## config.mk

```make
export PLATFORM = sky130hd
export DESIGN_NAME = fpaddsub_execute_pipe
export DESIGN_NICKNAME = d
export VERILOG_FILES = /design/src/rtl/fpaddsub_pkg.sv /design/src/rtl/fpaddsub_grs_adder.sv /design/src/rtl/fpaddsub_execute_pipe.sv
export SDC_FILE = /design/constraint.sdc
export NUM_CORES = 1
export LEC_CHECK = 0
export BUFFER_PORTS_ARGS = -buffer_cell sky130_fd_sc_hd__buf_2
export CAP_MARGIN = 25
export CORE_ASPECT_RATIO = 0.5
export CORE_MARGIN = 5
export CORE_UTILIZATION = 35
export DETAILED_ROUTE_END_ITERATION = 16
export HOLD_SLACK_MARGIN = 0.15
export PLACE_DENSITY_LB_ADDON = 0.08
export SYNTH_ARGS = -nofsm -noshare
export SYNTH_HDL_FRONTEND = slang
export SYNTH_SLANG_ARGS = --single-unit
```

## constraint.sdc

```tcl
create_clock -name clk -period 13.57 [get_ports clk]
set_clock_uncertainty 0.2 [all_clocks]
set_input_delay 2.0355 -clock clk [delete_from_list [all_inputs] [get_ports clk]]
set_output_delay 2.0355 -clock clk [all_outputs]
set_load 0.1 [all_outputs]
```

## src/rtl/fpaddsub_pkg.sv

```systemverilog
// Shared widths, opcode constants and the B-operand builder for the FP
// add/sub mantissa execute stage.
package fpaddsub_pkg;

  localparam int MW_DEFAULT = 25;
  localparam int EXT_W      = MW_DEFAULT + 3;
  localparam int SUM_W      = MW_DEFAULT + 1;
  localparam int MAX_MW     = 64;

  localparam logic OP_ADD = 1'b0;
  localparam logic OP_SUB = 1'b1;

  // Builds {Mmin_hi, G, R, S} for any mantissa width up to MAX_MW-1. The
  // caller zero-extends Mmin to 2*MAX_MW bits and keeps the low mw+3 bits.
  function automatic logic [MAX_MW+2:0] build_b(input logic [2*MAX_MW-1:0] mmin,
                                                input int mw);
    logic [MAX_MW+2:0] b;
    logic              sticky;
    b      = '0;
    sticky = 1'b0;
    for (int i = 0; i < MAX_MW; i++) begin
      if (i < mw) b[i+3] = mmin[i+mw];
    end
    b[2] = mmin[mw-1];
    b[1] = mmin[mw-2];
    for (int i = 0; i < 2*MAX_MW; i++) begin
      if (i < mw - 2) sticky = sticky | mmin[i];
    end
    b[0] = sticky;
    return b;
  endfunction

endpackage

```

## src/rtl/fpaddsub_grs_adder.sv

```systemverilog
// Combinational add/sub over MW+3 extended operands; subtract returns the
// magnitude and flags a borrow as Neg.
module fpaddsub_grs_adder
  import fpaddsub_pkg::*;
#(
  parameter int MW = MW_DEFAULT
) (
  input  logic [MW+2:0] a,
  input  logic [MW+2:0] b,
  input  logic          opr,
  output logic [MW:0]   sum,
  output logic          g,
  output logic          r,
  output logic          s,
  output logic          neg,
  output logic          zero
);

  logic [MW+3:0] diff;
  logic [MW+3:0] res;

  always_comb begin
    diff = {1'b0, a} - {1'b0, b};
    neg  = 1'b0;
    if (opr == OP_ADD) begin
      res = {1'b0, a} + {1'b0, b};
    end else if (diff[MW+3]) begin
      res = -diff;
      neg = 1'b1;
    end else begin
      res = diff;
    end
    sum  = res[MW+3:3];
    g    = res[2];
    r    = res[1];
    s    = res[0];
    zero = (res == '0);
  end

endmodule

```

## src/rtl/fpaddsub_execute_pipe.sv

```systemverilog
// Pipelined mantissa add/sub execute stage with G/R/S tracking, elastic
// valid/ready flow control and a passthrough tag.
module fpaddsub_execute_pipe
  import fpaddsub_pkg::*;
#(
  parameter int MW     = MW_DEFAULT,
  parameter int STAGES = 2,
  parameter int TAG_W  = 8
) (
  input  logic             clk,
  input  logic             rst,
  input  logic             in_valid,
  output logic             in_ready,
  input  logic [MW-1:0]    Mmax,
  input  logic [2*MW-1:0]  Mmin,
  input  logic             Smax,
  input  logic             Smin,
  input  logic             OpMode,
  input  logic [TAG_W-1:0] in_tag,
  output logic             out_valid,
  input  logic             out_ready,
  output logic [MW:0]      Sum,
  output logic             Cout,
  output logic             GuardBit,
  output logic             RoundBit,
  output logic             StickyBit,
  output logic             Opr,
  output logic             Neg,
  output logic             Zero,
  output logic [TAG_W-1:0] out_tag
);

  localparam int AW = MW + 3;

  // Handshake: a beat moves on a clock edge when valid and ready are both
  // high; a stage loads whenever it is empty or its downstream is loading.
  logic [AW-1:0]         a_in, b_in, a_x, b_x;
  logic [MAX_MW+2:0]     b_full;
  logic [2*MAX_MW-1:0]   mmin_ext;
  logic                  b_unused;
  logic                  opr_in, opr_x, v_x, en_out;
  logic [TAG_W-1:0]      tag_x;

  always_comb begin
    mmin_ext           = '0;
    mmin_ext[2*MW-1:0] = Mmin;
    b_full             = build_b(mmin_ext, MW);
  end

  assign a_in     = {Mmax, 3'b000};
  assign b_in     = b_full[AW-1:0];
  assign b_unused = ^b_full[MAX_MW+2:AW];
  assign opr_in   = Smax ^ Smin ^ OpMode;

  logic          v_out;
  logic [MW:0]   sum_c, sum_q;
  logic          g_c, r_c, s_c, neg_c, zero_c;
  logic          g_q, r_q, s_q, neg_q, zero_q, opr_q;
  logic [TAG_W-1:0] tag_q;

  assign en_out = ~v_out | out_ready;

  if (MW >= MAX_MW) begin : g_bad_mw
    $error("MW must be below MAX_MW");
  end

  if (STAGES == 2) begin : g_two
    logic             v1, opr1;
    logic [AW-1:0]    a1, b1;
    logic [TAG_W-1:0] tag1;
    logic             en_s1;

    assign en_s1    = ~v1 | en_out;
    assign in_ready = en_s1 & ~rst;

    always_ff @(posedge clk) begin
      if (rst) begin
        v1   <= 1'b0;
        opr1 <= 1'b0;
        a1   <= '0;
        b1   <= '0;
        tag1 <= '0;
      end else if (en_s1) begin
        v1 <= in_valid;
        if (in_valid) begin
          opr1 <= opr_in;
          a1   <= a_in;
          b1   <= b_in;
          tag1 <= in_tag;
        end
      end
    end

    assign v_x   = v1;
    assign a_x   = a1;
    assign b_x   = b1;
    assign opr_x = opr1;
    assign tag_x = tag1;
  end else if (STAGES == 1) begin : g_one
    assign in_ready = en_out & ~rst;
    assign v_x      = in_valid;
    assign a_x      = a_in;
    assign b_x      = b_in;
    assign opr_x    = opr_in;
    assign tag_x    = in_tag;
  end else begin : g_bad_stages
    $error("STAGES must be 1 or 2");
  end

  fpaddsub_grs_adder #(.MW(MW)) u_adder (
    .a    (a_x),
    .b    (b_x),
    .opr  (opr_x),
    .sum  (sum_c),
    .g    (g_c),
    .r    (r_c),
    .s    (s_c),
    .neg  (neg_c),
    .zero (zero_c)
  );

  always_ff @(posedge clk) begin
    if (rst) begin
      v_out  <= 1'b0;
      sum_q  <= '0;
      g_q    <= 1'b0;
      r_q    <= 1'b0;
      s_q    <= 1'b0;
      neg_q  <= 1'b0;
      zero_q <= 1'b0;
      opr_q  <= 1'b0;
      tag_q  <= '0;
    end else if (en_out) begin
      v_out <= v_x;
      if (v_x) begin
        sum_q  <= sum_c;
        g_q    <= g_c;
        r_q    <= r_c;
        s_q    <= s_c;
        neg_q  <= neg_c;
        zero_q <= zero_c;
        opr_q  <= opr_x;
        tag_q  <= tag_x;
      end
    end
  end

  assign out_valid = v_out;
  assign Sum       = sum_q;
  assign Cout      = sum_q[MW];
  assign GuardBit  = g_q;
  assign RoundBit  = r_q;
  assign StickyBit = s_q;
  assign Opr       = opr_q;
  assign Neg       = neg_q;
  assign Zero      = zero_q;
  assign out_tag   = tag_q;

endmodule

```

Word-level counts from Yosys, hierarchy flattened --
Cells that the tools add are included.
Storage, ports and cells: register bits 104, bits in latches 0, bits in writable memories 0, bits in read-only memories 0, bits of input ports 90, output and inout bits 43, word-level logic and storage cells 54, memories 0
Cells by class: $add $sub $neg 3, multipliers 0, div/mod/pow operators 0, $lt $le $gt $ge 0, equality and inequality tests 0, shifts and indexed selects 0, mux-type cells 4, bitwise logic cells 30, reductions and logical operators 3
Operator list (count):
- 29-bit two-way mux | 2
- 28-bit by 28-bit adder with 29-bit output | 1
- 29-bit zero test | 1
- 29-bit negation | 1
- 28-bit by 28-bit subtractor with 29-bit output | 1
- 1-bit OR | 24
- 2-bit AND reduction | 2
- 1-bit NOT | 3
- 1-bit two-way mux | 2
- 1-bit XOR | 2
- 1-bit bitwise AND | 1

Depth between registers and ports, before layout --
depth in word-level cells 22, depth in mapped cells 17, depth with buffers taken out 15

Cells and area by module --
A second synthesis with hierarchy kept.
Unflattened totals: cell total of the unflattened synthesis 1254, area total of the unflattened synthesis 9031.2 sq um
Modules (own cells, without submodules):
- fpaddsub_grs_adder | times used 1, cells each 768, area each 4986.0 sq um, sequential area each 0.0 sq um
- fpaddsub_execute_pipe | times used 1, cells each 486, area each 4045.1 sq um, sequential area each 2082.0 sq um

Worst setup path after synthesis --
No wires, ideal clock.
path kind input -> output, start point in rst, end point out in_ready, data arrival time 3847 ps, data required time 11335 ps, slack 7487 ps, cell stages on the path 3, buffers on the path 2, cell sequence clkbuf_1 clkbuf_1 a21oi_1
On the way: word-level cells in the longest chain between the ends 2
Ends and longest elaborated chain:
- from (decl) | RTL line fpaddsub_execute_pipe.sv:11 | input logic rst,
- 1-bit NOT | RTL line fpaddsub_execute_pipe.sv:74 | assign in_ready = en_s1 & ~rst;
- 1-bit bitwise AND | RTL line fpaddsub_execute_pipe.sv:74
- to (decl) | RTL line fpaddsub_execute_pipe.sv:13 | output logic in_ready,
No other way between the ends.

Final worst setup path --
start point in out_ready, end point out in_ready
On the way: word-level cells in the longest chain between the ends 3
Ends and longest elaborated chain:
- from (decl) | RTL line fpaddsub_execute_pipe.sv:21 | input logic out_ready,
- 1-bit OR | RTL line fpaddsub_execute_pipe.sv:61 | assign en_out = ~v_out | out_ready;
- 1-bit OR | RTL line fpaddsub_execute_pipe.sv:73 | assign en_s1 = ~v1 | en_out;
- 1-bit bitwise AND | RTL line fpaddsub_execute_pipe.sv:74
No other way between the ends.

==> report_table.html <==
<table>
<tr><th>Metric</th><th>Value</th></tr>
<tr><th colspan="2">Outcome</th></tr>
<tr><td>Result of the run</td><td>finished clean</td></tr>
<tr><th colspan="2">Setup path</th></tr>
<tr><td>Number of buffers and inverters on the critical path</td><td>2</td></tr>
<tr><td>Critical-path maximum fanout</td><td>6</td></tr>
<tr><td>Most prevalent standard cell on the critical path</td><td>buf_2</td></tr>
<tr><td>Type of the setup path with the least slack</td><td>in -&gt; out</td></tr>
<tr><td>Setup crit end kind</td><td>primary output</td></tr>
<tr><td>Family of cells with the greatest summed delay on the critical path</td><td>buffers and inverters</td></tr>
<tr><td>Delay of the slowest cell on the worst path</td><td>0.31 ns</td></tr>
<tr><td>Sort of element at the start of the critical path</td><td>primary input</td></tr>
<tr><td>Critical Path, Cell by Cell</td><td>buf_2 -&gt; nor2b_1 -&gt; a21oi_1 -&gt; buf_2</td></tr>
<tr><td>Worst path slowest cell</td><td>nor2b_1</td></tr>
<tr><td>Crit path arrival time</td><td>2.87 ns</td></tr>
<tr><td>Worst endpoint required time</td><td>11.33 ns</td></tr>
<tr><th colspan="2">Global route</th></tr>
<tr><td>Wire length of the first global-routing pass</td><td>roughly 42000 um</td></tr>
<tr><td>Grt met2 use</td><td>between 20% and 30%</td></tr>
<tr><td>Grt total ovfl</td><td>0</td></tr>
<tr><td>Vias in the first global route</td><td>7442</td></tr>
<tr><td>Most Used Layer, Global Route</td><td>met1</td></tr>
<tr><td>GRT met1 Usage</td><td>between 30% and 40%</td></tr>
<tr><td>Number of antenna violations at the first check in global routing</td><td>0</td></tr>
<tr><td>Global Route Usage Sum</td><td>20.3%</td></tr>
<tr><td>GR met3 Demand/Resource</td><td>4.09%</td></tr>
<tr><td>Pin count of the biggest net entering global routing</td><td>103</td></tr>
<tr><th colspan="2">Clock network</th></tr>
<tr><td>Gates resized, CTS repair</td><td>0</td></tr>
<tr><td>Clock-pin slew of the registers on the worst-case setup and hold paths</td><td>about 0.070 ns</td></tr>
<tr><td>Later-pin clock latency in the skew report</td><td>0.37 ns</td></tr>
<tr><td>Clock sink count</td><td>104</td></tr>
<tr><td>Clock root cell</td><td>clkbuf_16</td></tr>
<tr><td>Bufs on Longest Clock Path</td><td>2</td></tr>
<tr><td>CTS tree</td><td>done</td></tr>
<tr><td>Number of post-CTS setup repair buffers</td><td>0</td></tr>
<tr><td>TritonCTS Buffers</td><td>9</td></tr>
<tr><td>CTS hold repair buffers</td><td>0</td></tr>
<tr><td>H-tree levels</td><td>3</td></tr>
<tr><th colspan="2">Yosys</th></tr>
<tr><td>Register bit total from synthesis</td><td>approximately 100</td></tr>
<tr><td>Most numerous cell types in the synthesized netlist</td><td>nand2_1, a21oi_1, dfxtp_1</td></tr>
<tr><td>Number of standard cells after synthesis</td><td>1112</td></tr>
<tr><td>Post-synth top area cell</td><td>dfxtp_1</td></tr>
<tr><td>Adder-cell area share of the yosys netlist</td><td>8.44%</td></tr>
<tr><td>Sequential cell area fraction in the yosys report</td><td>roughly a quarter</td></tr>
<tr><td>Library cell with the highest instance count after synthesis</td><td>nand2_1</td></tr>
<tr><td>Number of different library cells in the post-synthesis netlist</td><td>77</td></tr>
<tr><td>Post-Synth XOR/XNOR Area</td><td>under 10%</td></tr>
<tr><td>Yosys top cell area share</td><td>26.2%</td></tr>
<tr><td>Area contributors post-synth</td><td>dfxtp_1, a21oi_1, nand2_1</td></tr>
<tr><td>Number of synthesized flops with an enable pin</td><td>0</td></tr>
<tr><td>Post-Syn Area per Cell</td><td>7.15 um^2</td></tr>
<tr><td>Post-Syn Area</td><td>just under 8000 um^2</td></tr>
<tr><td>Main flop type after synthesis</td><td>dfxtp_1</td></tr>
<tr><td>Simple logic cell fraction of the synthesized area</td><td>between 20% and 30%</td></tr>
<tr><td>Warnings, synthesis</td><td>0</td></tr>
<tr><td>Largest family of logic cells by synthesized area</td><td>compound AO/OA/AOI/OAI gates</td></tr>
<tr><td>Share of the synthesized area in compound gates (AO/OA/AOI/OAI)</td><td>27.1%</td></tr>
<tr><td>Proportion of register bits with asynchronous set or reset after synthesis</td><td>0%</td></tr>
<tr><td>Multiplexer share of the synthesized area</td><td>0.756%</td></tr>
<tr><td>Synthesized Nets</td><td>1255</td></tr>
<tr><th colspan="2">STA</th></tr>
<tr><td>Final total negative setup slack</td><td>0 ns</td></tr>
<tr><td>Setup repair after global routing missed its margin</td><td>false</td></tr>
<tr><td>Hold WS</td><td>~0.25 ns</td></tr>
<tr><td>Final hold violation count</td><td>0</td></tr>
<tr><td>Part of the cycle the worst path needs</td><td>37.6%</td></tr>
<tr><td>Worst Max-Slew Pin Slew</td><td>approximately 0.93 ns</td></tr>
<tr><td>Max-slew headroom at the worst pin</td><td>37.3%</td></tr>
<tr><td>Period minus WS final</td><td>5.11 ns</td></tr>
<tr><td>Final setup violation count</td><td>0</td></tr>
<tr><td>Slew Limit Fails</td><td>0</td></tr>
<tr><td>Achievable frequency</td><td>196 MHz</td></tr>
<tr><th colspan="2">Detailed routing</th></tr>
<tr><td>Via count</td><td>~8k</td></tr>
<tr><td>Detailed-route wire length per cell</td><td>17.8 um</td></tr>
<tr><td>DR pass1 iterations</td><td>7</td></tr>
<tr><td>Post-DRT Antenna Nets</td><td>0</td></tr>
<tr><td>Number of DRC violations after detailed-routing iteration 0</td><td>about 580</td></tr>
<tr><td>Detailed-route wire length</td><td>26700 um</td></tr>
<tr><td>Vias per inst</td><td>5.36</td></tr>
<tr><td>DRC errors left</td><td>0</td></tr>
<tr><th colspan="2">Power</th></tr>
<tr><td>Part of the total power dissipated in combinational logic</td><td>about two fifths</td></tr>
<tr><td>Net Sw Power</td><td>about 420 uW</td></tr>
<tr><td>Leakage</td><td>3.82 nW</td></tr>
<tr><td>Part of the power in registers</td><td>32.0%</td></tr>
<tr><td>Worst-case vdd ir drop</td><td>0.0487 mV</td></tr>
<tr><td>Internal cell power</td><td>just over 600 uW</td></tr>
<tr><td>Clock network fraction of design power</td><td>27.8%</td></tr>
<tr><td>Switching Share</td><td>roughly 40%</td></tr>
<tr><td>Cell Pwr Density</td><td>115 nW/um^2</td></tr>
<tr><th colspan="2">Cells and area</th></tr>
<tr><td>Share of final-layout standard cells stronger than drive strength 1</td><td>14.5%</td></tr>
<tr><td>Net count, final</td><td>1329</td></tr>
<tr><td>End-of-flow core utilization</td><td>40.2%</td></tr>
<tr><td>Filler Cell Count</td><td>~2.4k</td></tr>
<tr><td>Area overhead of the layout relative to synthesis</td><td>14.4%</td></tr>
<tr><td>Fin cells</td><td>1498</td></tr>
<tr><td>Post-layout instance area</td><td>around 9000 um^2</td></tr>
<tr><td>Ant. Diodes</td><td>0</td></tr>
<tr><th colspan="2">Floorplan</th></tr>
<tr><td>IO Count</td><td>133</td></tr>
<tr><td>Die Y</td><td>between 100 and 150 um</td></tr>
<tr><td>Die Span X</td><td>223 um</td></tr>
<tr><td>Core box area</td><td>22600 um^2</td></tr>
<tr><td>Initial standard-cell utilization of the core</td><td>35.2%</td></tr>
<tr><td>Area of the die</td><td>26000 um^2</td></tr>
<tr><td>Cell Rows</td><td>39</td></tr>
<tr><th colspan="2">Worst hold path</th></tr>
<tr><td>Worst min path class</td><td>reg -&gt; reg</td></tr>
<tr><th colspan="2">Placed design</th></tr>
<tr><td>Placed instance area</td><td>8740 um^2</td></tr>
<tr><td>Placed wire-length estimate</td><td>20800 um</td></tr>
<tr><td>Gp weighted congestion</td><td>0.886</td></tr>
<tr><td>Placed Cells</td><td>1481</td></tr>
<tr><td># port buffers</td><td>132</td></tr>
<tr><th colspan="2">Flow run</th></tr>
<tr><td>Number of max-cap violations</td><td>0</td></tr>
</table>
[power groups by stage]
stage | Clock [mW] | Sequential (mW) | Combinational [mW]
floorplan | 0 | 0.384 | 0.269
global placement | 0 | 0.342 | 0.411
detailed placement | 0 | 0.343 | 0.413
CTS | 0.302 | 0.336 | 0.414
global route | 0.316 | 0.338 | 0.459
finish | 0.291 | 0.335 | 0.421
[final cells by class]
class	count	area (um^2)	area share (%)
multi-input cells	880	5370	59.1
flip-flops and latches	104	2080	22.9
repair buffers	138	728	8.01
well taps	307	384	4.23
clock buffers	9	225	2.48
inverters	53	199	2.19
clock inverters	7	101	1.11
[layer usage]
layer  up-vias  part of all wire [%]
li1       4058                     -
met1      3746                    59
met3        15                   5.4
met5         -                     0
met2       203                    35
met4         0                  0.67
[cell families after synthesis]
family                   Yosys count
multiplexers                       6
XOR/XNOR                          61
buffers and inverters            128
adder cells (fa/ha/maj)           53
flip-flops                       104
AND/OR/NAND/NOR                  420
AO/OA/AOI/OAI                    340
[per-stage QoR]
step | total power [mW] | setup slack (ns)
after floorplan | 0.653 | 7.49
after global placement | 0.753 | 8.47
after detailed placement | 0.756 | 8.46
after CTS | 1.05 | 8.46
after global routing | 1.11 | 8.12
final | 1.05 | 8.46
[layout by cell type, fill, tap and decap left out, drive strengths merged, types with 11 or more instances in the layout]
master    n
nor2b    12
o21bai   14
xnor2    48
dfxtp   104
nand2   210
o31ai    12
buf     138
and2     12
a21o     13
a21oi   159
o21ai    36
o211ai   11
nand4    21
a211oi   17
nor2     69
inv      55
nand3    14
ha       52
nor3     26
xor2     13
[worst paths after layout]
| check | from | endpoint | slack (ns) | cells past startpoint |
|---|---|---|---|---|
| max | out_ready | in_ready | 8.46 | 4 |
| min reg2reg | out_tag[4]$_SDFFE_PP0P_ | out_tag[4]$_SDFFE_PP0P_ | 0.25 | 2 |
| max reg2reg | b_x[9]$_SDFFE_PP0P_ | Zero$_SDFFE_PP0P_ | 8.49 | 14 |
| min | out_tag[4]$_SDFFE_PP0P_ | out_tag[4]$_SDFFE_PP0P_ | 0.25 | 2 |
[flip-flops by register name (all words and copies together) (netlist names)]
name        cells
a_x            25
RoundBit        1
Opr             1
out_valid       1
out_tag         8
g_two.tag1      8
Zero            1
StickyBit       1
b_x            28
Sum            26
g_two.v1        1
GuardBit        1
g_two.opr1      1
Neg             1
[tightest hold or removal path, stage by stage (launching register included)]
cell     delay [ns]
dfxtp_1        0.31
nand2_1        0.05
a21oi_1        0.05
Note: power is estimated with default switching activity, not from simulation.
